$ cat config.mk
export PLATFORM = sky130hd
export DESIGN_NAME = flash_read_ctrl
export DESIGN_NICKNAME = d
export VERILOG_FILES = /design/src/rtl/flash_ctrl_pkg.sv /design/src/rtl/fc_wait_timer.sv /design/src/rtl/flash_read_ctrl.sv
export SDC_FILE = /design/constraint.sdc
export NUM_CORES = 1
export LEC_CHECK = 0
export ABC_AREA = 1
export BUFFER_PORTS_ARGS = -buffer_cell sky130_fd_sc_hd__buf_2
export CAP_MARGIN = 40
export CELL_PAD_IN_SITES_DETAIL_PLACEMENT = 2
export CELL_PAD_IN_SITES_GLOBAL_PLACEMENT = 2
export CORE_MARGIN = 4
export CORE_UTILIZATION = 29
export DETAILED_ROUTE_END_ITERATION = 16
export PLACE_DENSITY = 0.89
export REMOVE_ABC_BUFFERS = 1
export SETUP_SLACK_MARGIN = 0.2
export SYNTH_ARGS = -nofsm -noshare
export SYNTH_HDL_FRONTEND = slang
export SYNTH_SLANG_ARGS = --single-unit
$ cat constraint.sdc
create_clock -name clk -period 5.57 [get_ports clk]
set_clock_uncertainty 0.15 [all_clocks]
set_input_delay 0.557 -clock clk [delete_from_list [all_inputs] [get_ports clk]]
set_output_delay 0.557 -clock clk [all_outputs]
set_load 0.02 [all_outputs]
$ cat src/rtl/flash_ctrl_pkg.sv
// Shared types, default timing and helpers for the NOR flash read controller.
// Latency: n/a (package only).
// Backpressure: n/a.
package flash_ctrl_pkg;

  // Default geometry and timing, in core clock cycles
  localparam int DEF_ADDR_W    = 22;
  localparam int DEF_DATA_W    = 16;
  localparam int DEF_BURST_MAX = 8;
  localparam int DEF_CE_WAIT   = 5;
  localparam int DEF_OE_WAIT   = 6;
  localparam int DEF_PAGE_WAIT = 2;
  localparam int DEF_IDLE_TO   = 15;
  localparam int DEF_CNT_W     = 4;

  typedef enum logic [2:0] {
    S_IDLE,
    S_SETUP,
    S_CE_WAIT,
    S_OE_WAIT,
    S_CAPTURE,
    S_PAGE,
    S_HOLD
  } fc_state_t;

  // A zero-length request still reads one word; long requests are capped at one page
  function automatic int clamp_len(input int len, input int max_len);
    if (len < 1) return 1;
    if (len > max_len) return max_len;
    return len;
  endfunction

endpackage

$ cat src/rtl/fc_wait_timer.sv
// Down-counter shared by every timed state of the flash read FSM.
// Latency: done rises load_val cycles after the load edge (load_val=0 -> done next cycle).
// Backpressure: none; load always wins over counting.
module fc_wait_timer #(
  parameter int CNT_W = 4
) (
  input  logic             clk,
  input  logic             rst,
  input  logic             load,
  input  logic [CNT_W-1:0] load_val,
  output logic             done
);

  logic [CNT_W-1:0] cnt;

  // Reload on request, otherwise count down and park at zero
  always_ff @(posedge clk) begin
    if (rst) begin
      cnt <= '0;
    end else if (load) begin
      cnt <= load_val;
    end else if (cnt != '0) begin
      cnt <= cnt - CNT_W'(1);
    end
  end

  assign done = (cnt == '0);

endmodule

$ cat src/rtl/flash_read_ctrl.sv
// Read-only burst controller for an asynchronous parallel NOR flash with programmable wait states.
// Latency: first word CE_WAIT+OE_WAIT+3 cycles after fire from IDLE, OE_WAIT+2 from HOLD; then every PAGE_WAIT+1.
// Backpressure: req_ready low while a request is in flight; read data has no backpressure.
module flash_read_ctrl
  import flash_ctrl_pkg::*;
#(
  parameter int ADDR_W    = DEF_ADDR_W,
  parameter int DATA_W    = DEF_DATA_W,
  parameter int BURST_MAX = DEF_BURST_MAX,
  parameter int CE_WAIT   = DEF_CE_WAIT,
  parameter int OE_WAIT   = DEF_OE_WAIT,
  parameter int PAGE_WAIT = DEF_PAGE_WAIT,
  parameter int IDLE_TO   = DEF_IDLE_TO,
  parameter int CNT_W     = DEF_CNT_W,
  localparam int LEN_W    = $clog2(BURST_MAX + 1)
) (
  input  logic              clk,
  input  logic              rst,
  input  logic              req_valid,
  output logic              req_ready,
  input  logic [ADDR_W-1:0] req_addr,
  input  logic [LEN_W-1:0]  req_len,
  output logic              rd_valid,
  output logic [DATA_W-1:0] rd_data,
  output logic              rd_last,
  output logic              busy,
  output logic [ADDR_W-1:0] fl_addr,
  input  logic [DATA_W-1:0] fl_data_in,
  output logic              fl_ce_n,
  output logic              fl_oe_n,
  output logic              fl_we_n
);

  fc_state_t        state;
  logic [LEN_W-1:0] remaining;
  logic [LEN_W-1:0] len_clamped;
  logic             fire;
  logic             tmr_load;
  logic [CNT_W-1:0] tmr_val;
  logic             tmr_done;

  assign req_ready   = (state == S_IDLE) || (state == S_HOLD);
  assign busy        = (state != S_IDLE);
  assign fire        = req_valid && req_ready;
  assign fl_we_n     = 1'b1;
  assign len_clamped = LEN_W'(clamp_len(int'(req_len), BURST_MAX));

  // Reload the timer on the edge that enters each timed state, mirroring the FSM exits below
  always_comb begin
    tmr_load = 1'b0;
    tmr_val  = '0;
    case (state)
      S_SETUP: begin
        tmr_load = 1'b1;
        tmr_val  = CNT_W'(CE_WAIT - 1);
      end
      S_CE_WAIT: begin
        if (tmr_done) begin
          tmr_load = 1'b1;
          tmr_val  = CNT_W'(OE_WAIT - 1);
        end
      end
      S_CAPTURE: begin
        tmr_load = 1'b1;
        tmr_val  = (remaining > LEN_W'(1)) ? CNT_W'(PAGE_WAIT - 1) : CNT_W'(IDLE_TO - 1);
      end
      S_HOLD: begin
        if (fire) begin
          tmr_load = 1'b1;
          tmr_val  = CNT_W'(OE_WAIT - 1);
        end
      end
      default: begin
        tmr_load = 1'b0;
      end
    endcase
  end

  fc_wait_timer #(
    .CNT_W (CNT_W)
  ) u_wait_timer (
    .clk      (clk),
    .rst      (rst),
    .load     (tmr_load),
    .load_val (tmr_val),
    .done     (tmr_done)
  );

  // Sequencing FSM with registered flash pins and read-return outputs
  always_ff @(posedge clk) begin
    if (rst) begin
      state     <= S_IDLE;
      fl_ce_n   <= 1'b1;
      fl_oe_n   <= 1'b1;
      fl_addr   <= '0;
      remaining <= '0;
      rd_valid  <= 1'b0;
      rd_last   <= 1'b0;
      rd_data   <= '0;
    end else begin
      rd_valid <= 1'b0;
      rd_last  <= 1'b0;
      case (state)
        S_IDLE: begin
          fl_ce_n <= 1'b1;
          fl_oe_n <= 1'b1;
          if (fire) begin
            fl_addr   <= req_addr;
            remaining <= len_clamped;
            state     <= S_SETUP;
          end
        end
        S_SETUP: begin
          // Address has had one cycle to settle before the chip is selected
          fl_ce_n <= 1'b0;
          state   <= S_CE_WAIT;
        end
        S_CE_WAIT: begin
          if (tmr_done) begin
            fl_oe_n <= 1'b0;
            state   <= S_OE_WAIT;
          end
        end
        S_OE_WAIT: begin
          if (tmr_done) state <= S_CAPTURE;
        end
        S_CAPTURE: begin
          rd_data   <= fl_data_in;
          rd_valid  <= 1'b1;
          rd_last   <= (remaining == LEN_W'(1));
          remaining <= remaining - LEN_W'(1);
          if (remaining > LEN_W'(1)) begin
            fl_addr <= fl_addr + ADDR_W'(1);
            state   <= S_PAGE;
          end else begin
            state <= S_HOLD;
          end
        end
        S_PAGE: begin
          if (tmr_done) state <= S_CAPTURE;
        end
        S_HOLD: begin
          // A new request wins over the release timeout; the chip stays selected
          if (fire) begin
            fl_addr   <= req_addr;
            remaining <= len_clamped;
            state     <= S_OE_WAIT;
          end else if (tmr_done) begin
            fl_ce_n <= 1'b1;
            fl_oe_n <= 1'b1;
            state   <= S_IDLE;
          end
        end
        default: begin
          fl_ce_n <= 1'b1;
          fl_oe_n <= 1'b1;
          state   <= S_IDLE;
        end
      endcase
    end
  end

endmodule

==> impl_metrics.env, run 1 <==
export IMPL_run_status="finished, final reports clean"
export IMPL_post_synth_inst_count=490
export IMPL_synthesis_area_um2=3137
export IMPL_place_hpwl_mm=8.960
export IMPL_grt_antenna_before_repair=1
export IMPL_cts_root_buf="clkbuf_8"
export IMPL_cts_setup_buffers=0
export IMPL_postRouteWirelength_mm=12.51
export IMPL_yosys_register_bits=53
export IMPL_dpl_cell_area_um2=3664
export IMPL_post_synth_mux_area_share_pct=0
export IMPL_clk_pin_slew_worst_paths_ps=120
export IMPL_post_drt_wl_per_cell_um=17.69
export IMPL_max_cap_violations=0
export IMPL_finish_utilization_pct=36.31
export IMPL_detail_route_vias_per_cell=5.124
export IMPL_worst_r2r_setup_slack_ps=2770
export IMPL_cts_buffers=5
export IMPL_timing_reg2reg_worst_path_depth=7
export IMPL_nets=619
export IMPL_synth_xor_area_share_pct=1.117
export IMPL_yosys_top_cells_area="dfxtp_1, nand2_1, nor2_1"
export IMPL_critical_path_max_fanout=21
export IMPL_flow_area_growth_from_synthesis_pct=20.58
export IMPL_initial_core_util_pct=30.11
export IMPL_power_density_nw_per_um2=566.7
export IMPL_hold_path_cell_count=3
export IMPL_slew_headroom_pct=55.36
export IMPL_syn_avg_cell_area_um2=6.402
export IMPL_synthesized_area_fraction_occupied_by_ao_oa_aoi_and_oai_cells_pct=15.40
export IMPL_final_cell_count_no_fill=707
export IMPL_post_route_period_util_pct=50.32
export IMPL_fillers=1310
export IMPL_start_kind="flip-flop"
export IMPL_yosysUniqueCellTypes=35
export IMPL_cts_max_path_buffers=2
export IMPL_post_synth_top_count_cell="nand2_1"
export IMPL_std_cell_rows=37
export IMPL_period_needed_ps=2803
export IMPL_synth_top_flop_cell="dfxtp_1"
export IMPL_gp_congestion=0.8451
export IMPL_gr_usage_all_layers_pct=20.03
export IMPL_leakagePower_nw=1.645
export IMPL_die_wd_um=112
export IMPL_holdCritPathClass="input pin to flip-flop"
export IMPL_postRouteAntennaNets=0
export IMPL_setup_viol=0
export IMPL_number_of_design_rule_violations_left_by_the_first_detailed_router_iteration=101
export IMPL_yosysSeqAreaShare_pct=33.83
export IMPL_synth_top_area_cell="dfxtp_1"
export IMPL_cp_startpoint="state[1]$_SDFFE_PP0P_"
export IMPL_synth_top_cells_by_count="nand2_1, nor2_1, dfxtp_1"
export IMPL_detail_route_drc_violations=0
export IMPL_die_footprint_um2=12540
export IMPL_final_layout_size_suffix_gt1_share_pct=23.51
export IMPL_hold_path_endpoint="rd_data[11]$_SDFFE_PP0P_"
export IMPL_dr_pass1_iters=5
export IMPL_numPlacedInstances=698
export IMPL_cts_hold_buffers=0
export IMPL_synth_top_cell_area_share_pct=33.83
export IMPL_synth_warnings=0
export IMPL_endpoint_kind="flip-flop"
export IMPL_worst_ep_required_time_ps=5660
export IMPL_min_delay_start="fl_data_in[11]"
export IMPL_grt_max_degree=30
export IMPL_cts_repair_resized=0
export IMPL_finalHoldViolCount=0
export IMPL_fmax_mhz=356.8
export IMPL_via_count_of_the_first_global_routing_pass=4016
export IMPL_wire_length_of_the_first_global_routing_pass_mm=20.50
export IMPL_io_buffer_count=88
export IMPL_slew_violations=0
export IMPL_grt_setup_unrepaired="no"
export IMPL_setup_worst_path_class="flip-flop to flip-flop"
export IMPL_die_h_um=112
export IMPL_post_synth_and_or_nand_nor_area_fraction_pct=39.09
export IMPL_grt_ovfl_total=0
export IMPL_main_combinational_cell_family_by_area_after_synthesis="simple AND/OR/NAND/NOR gates"
export IMPL_synth_fa_ha_area_share_pct=1.994
export IMPL_number_of_vias_after_detailed_routing=3623
export IMPL_worst_slew_pin_transition_ps=669.6
export IMPL_synth_enable_flop_cells=0
export IMPL_final_setup_tns_ps=0
export IMPL_postLayoutCellArea_um2=3782
export IMPL_clock_sink_count=53
export IMPL_clock_insertion_delay_worst_skew_ps=340
export IMPL_worstReg2RegStart="state[1]$_SDFFE_PP0P_"
export IMPL_ir_drop_mv=0.1931
export IMPL_asyncSetResetFlopFracSynth_pct=0
export IMPL_cts_htree_levels=2
export IMPL_timing_rr_end="remaining[1]$_SDFFE_PP0P_"
export IMPL_tritoncts="built"
export IMPL_num_ports=90
export IMPL_cp_arrival_ps=2900
export IMPL_design_core_area_um2=10420
-- state kept, by name, indices dropped and copies added, names as in the netlist --
name / cells
fl_addr: 22
rd_data: 16
remaining: 4
u_wait_timer.cnt: 4
state: 3
fl_ce_n: 1
fl_oe_n: 1
rd_last: 1
rd_valid: 1
-- layout by cell type, fill, tap and decap left out, types with 2 or more instances in the layout --
| cell type | count |
|---|---|
| or2_2 | 3 |
| and2_1 | 2 |
| a21oi_2 | 13 |
| clkbuf_8 | 5 |
| inv_1 | 34 |
| nand2_2 | 9 |
| xor2_1 | 3 |
| nand2_1 | 114 |
| buf_2 | 88 |
| nand4_1 | 6 |
| o21ai_0 | 43 |
| nand3b_1 | 2 |
| clkinv_1 | 2 |
| inv_6 | 2 |
| nand3_1 | 35 |
| ha_1 | 5 |
| nand2_4 | 2 |
| a21oi_1 | 20 |
| nor2_1 | 106 |
| dfxtp_1 | 53 |
| a31oi_1 | 2 |
| nor2_2 | 6 |
| nor3_1 | 2 |
-- worst max-delay path, stage by stage, from the launching register on --
cell and delay, ps:
dfxtp_1 470, nand3_1 180, nand2_2 360, clkinv_1 580, buf_16 360, nor2_1 210, nand2_1 120, a21oi_1 270
-- worst max-delay path by stage --
stage | endpoint | cells after the start | slack (ps)
global route | remaining[1]$_SDFFE_PP0P_ | 7 | 2500
CTS | remaining[1]$_SDFFE_PP0P_ | 8 | 2740
global placement | remaining[3]$_SDFFE_PP0P_ | 7 | 2690
detailed placement | remaining[1]$_SDFFE_PP0P_ | 8 | 2910
finish | remaining[1]$_SDFFE_PP0P_ | 7 | 2770
floorplan | remaining[3]$_SDFFE_PP0P_ | 7 | 3200
-- layer usage --
metal | GRT usage [%] | part of all wire [%]
met2 | 36.69 | 51
met5 | 0 | 0
met3 | 3.750 | 3.5
met1 | 22.79 | 42
met4 | 8.013 | 3.5
-- report_power, final --
part	leakage (nW)	switching (mW)	internal, mW
logic	1.15	0.818	0.395
clock network	0.0592	0.162	0.138
registers	0.435	0.129	0.502
total	1.65	1.11	1.03
-- per-stage QoR --
stage / total power, mW / hold WS (ps) / setup WS [ps]
2_1_floorplan: 1.412 / 324.5 / 3199
3_3_place_gp: 1.721 / 293.0 / 2694
3_5_place_dp: 1.844 / 303.9 / 2910
4_1_cts: 2.163 / 309.4 / 2738
5_1_grt: 2.326 / 333.7 / 2496
6_report: 2.143 / 315.2 / 2767
-- kinds of logic (layout without fill, tap and decap cells) --
kind of cell	after synthesis	count (layout)
buf+inv	55	135
compound gates	83	83
other cells	1	2
flops	53	53
xor+xnor	4	4
simple gates	289	289
fa+ha+maj	5	5
-- layout make-up --
class	count	area, um^2	area share (%)
clock inverters	3	47.55	1.257
multi-input cells	382	1810	47.87
flip-flops and latches	53	1061	28.05
repair buffers	90	483.0	12.77
clock buffers	5	68.82	1.819
well taps	136	170.2	4.499
inverters	37	138.9	3.672
diodes	1	2.502	0.06616
Note: power is estimated with default switching activity, not from simulation.
==> inputs of run 2 (changes only) <==
--- a/config.mk
+++ b/config.mk
@@ -11,9 +11,9 @@
 export CELL_PAD_IN_SITES_DETAIL_PLACEMENT = 2
 export CELL_PAD_IN_SITES_GLOBAL_PLACEMENT = 2
 export CORE_MARGIN = 4
-export CORE_UTILIZATION = 29
+export CORE_UTILIZATION = 24
 export DETAILED_ROUTE_END_ITERATION = 16
-export PLACE_DENSITY = 0.89
+export PLACE_DENSITY = 0.79
 export REMOVE_ABC_BUFFERS = 1
 export SETUP_SLACK_MARGIN = 0.2
 export SYNTH_ARGS = -nofsm -noshare
==> constraint.sdc (replaced) <==
create_clock -name clk -period 2.55 [get_ports clk]
set_clock_uncertainty 0.15 [all_clocks]
set_input_delay 0.255 -clock clk [delete_from_list [all_inputs] [get_ports clk]]
set_output_delay 0.255 -clock clk [all_outputs]
set_load 0.02 [all_outputs]
==> run 2 against run 1 <==
Compared with the run above:
- via count shrank 2.9%
- total power grew 120%
- global-route usage shrank 4.0 points
- design area grew 2.4%
- count of clock-buffer cells in the layout is the same
- clock power grew 140%
- critical path type unchanged
- sequential power grew 120%
- sequential share of layout area shrank 0.65 points
- largest cell class unchanged
==> impl_metrics.env, run 2 (synthesis gave the netlist of run 1 again) <==
export IMPL_std_cell_rows=41
export IMPL_endpoint_kind="flip-flop"
export IMPL_power_density_nw_per_um2=1213
export IMPL_leakagePower_nw=1.675
export IMPL_cts_setup_buffers=0
export IMPL_max_cap_violations=0
export IMPL_postRouteAntennaNets=0
export IMPL_fillers=1623
export IMPL_clk_pin_slew_worst_paths_ps=70
export IMPL_setup_worst_path_class="flip-flop to flip-flop"
export IMPL_number_of_vias_after_detailed_routing=3518
export IMPL_clock_sink_count=53
export IMPL_die_footprint_um2=14960
export IMPL_worstSetupPathDepth=9
export IMPL_initial_core_util_pct=24.66
export IMPL_detail_route_drc_violations=0
export IMPL_crit_path_top_delay_cell="dfxtp_1"
export IMPL_n_antenna_cell=0
export IMPL_cts_hold_buffers=0
export IMPL_post_route_period_util_pct=83.75
export IMPL_critical_path_s_largest_stage_delay_ps=380
export IMPL_critical_path_buf_inv_count=2
export IMPL_design_core_area_um2=12720
export IMPL_cp_delay_by_family_top="compound AO/OA/AOI/OAI gates"
export IMPL_use_met1_pct=18.84
export IMPL_cts_root_buf="clkbuf_16"
export IMPL_worst_ep_required_time_ps=2630
export IMPL_die_wd_um=122.3
export IMPL_grt_use_met3_pct=2.581
export IMPL_ir_drop_mv=0.3497
export IMPL_nets=625
export IMPL_min_delay_start="fl_data_in[2]"
export IMPL_period_needed_ps=2136
export IMPL_wire_length_of_the_first_global_routing_pass_mm=19.33
export IMPL_timing_rr_end="fl_addr[21]$_SDFFE_PP0P_"
export IMPL_critical_path_max_fanout=28
export IMPL_worstReg2RegStart="remaining[0]$_SDFFE_PP0P_"
export IMPL_fmax_mhz=468.3
export IMPL_run_status="finished, final reports clean"
export IMPL_cp_arrival_ps=2210
export IMPL_detail_route_vias_per_cell=4.703
export IMPL_flow_area_growth_from_synthesis_pct=23.45
export IMPL_num_ports=90
export IMPL_hold_path_endpoint="rd_data[2]$_SDFFE_PP0P_"
export IMPL_post_drt_wl_per_cell_um=15.88
export IMPL_grt_antenna_before_repair=0
export IMPL_grt_setup_unrepaired="no"
export IMPL_dr_pass1_iters=4
export IMPL_gp_congestion=0.7984
export IMPL_via_count_of_the_first_global_routing_pass=3920
export IMPL_grt_use_met2_pct=30.02
export IMPL_top_register="fl_addr"
export IMPL_holdCritPathClass="input pin to flip-flop"
export IMPL_grt_max_degree=37
export IMPL_number_of_design_rule_violations_left_by_the_first_detailed_router_iteration=158
export IMPL_finish_utilization_pct=30.44
export IMPL_largest_reg_flops=22
export IMPL_io_buffer_count=88
export IMPL_postRouteWirelength_mm=11.88
export IMPL_clock_insertion_delay_worst_skew_ps=300
export IMPL_start_kind="flip-flop"
export IMPL_setup_viol=0
export IMPL_hold_path_cell_count=3
export IMPL_worst_r2r_setup_slack_ps=410
export IMPL_place_hpwl_mm=9.079
export IMPL_gr_usage_all_layers_pct=16.01
export IMPL_mostFrequentLayoutCell="nand2_1"
export IMPL_busiest_layer="met2"
export IMPL_layout_common_cells="nand2_1, nor2_1, buf_2, dfxtp_1, o21ai_0"
export IMPL_timing_reg2reg_worst_path_depth=9
export IMPL_cp_startpoint="remaining[0]$_SDFFE_PP0P_"
export IMPL_crit_path_cell_trace="inv_1 -> ha_1 -> o21ai_0 -> or2_4 -> nand2_4 -> buf_4 -> nor2_1 -> nand2_1 -> a21oi_1"
export IMPL_tritoncts="built"
export IMPL_cts_buffers=5
export IMPL_cts_repair_resized=0
export IMPL_grt_ovfl_total=0
export IMPL_final_layout_size_suffix_gt1_share_pct=24.31
export IMPL_final_setup_tns_ps=0
export IMPL_die_h_um=122.3
export IMPL_layout_top_registers="fl_addr: 22 flops, rd_data: 16 flops"
export IMPL_slew_violations=0
export IMPL_cts_htree_levels=2
export IMPL_finalHoldViolCount=0
export IMPL_cts_max_path_buffers=2
-- run 2: worst reg2reg max path: cells and delay by family, from the launching register on --
family	cells	cell delay, ps
AND/OR/NAND/NOR	4	490
AO/OA/AOI/OAI	2	490
flip-flops	1	380
buffers and inverters	2	330
adder cells (fa/ha/maj)	1	230
-- run 2: metal layers --
layer	share of wire [%]	routed length, um
met1	43	5083
met2	52	6195
met3	3.9	462
met4	1.2	138
met5	0	0
-- run 2: metrics by stage --
stage          power (mW)  cell area [um^2]  hold WS (ps)  std cells  setup slack, ps
6_report            4.696              3872         55.32        748            414.4
5_1_grt             5.134              3872         71.49        748            212.8
4_1_cts             4.771              3872         52.89        748            397.8
3_5_place_dp        4.023              3726         302.0        740            440.5
3_3_place_gp        3.854              3726         285.0        740            585.1
2_1_floorplan       3.084              3010         167.4        472            178.9
-- run 2: power breakdown --
group	switching (mW)	internal (mW)
clock	0.349	0.367
sequential	0.267	1.10
combinational	1.77	0.848
-- run 2: final cells by class --
| cell class | count | area, um^2 | share of cell area, % |
|---|---|---|---|
| Inverter | 37 | 138.9 | 3.586 |
| Tap cell | 172 | 215.2 | 5.557 |
| Multi-Input combinational cell | 382 | 1810 | 46.75 |
| Clock inverter | 3 | 21.27 | 0.5493 |
| Timing Repair Buffer | 96 | 500.5 | 12.92 |
| Sequential cell | 53 | 1061 | 27.40 |
| Clock buffer | 5 | 125.1 | 3.231 |
-- run 2: worst max path at each step --
stage               slack [ps]                        end
finish                     410   fl_addr[21]$_SDFFE_PP0P_
detailed placement         440   fl_addr[17]$_SDFFE_PP0P_
global route               210   fl_addr[16]$_SDFFE_PP0P_
CTS                        400   fl_addr[17]$_SDFFE_PP0P_
floorplan                  180  remaining[3]$_SDFFE_PP0P_
global placement           590   fl_addr[12]$_SDFFE_PP0P_
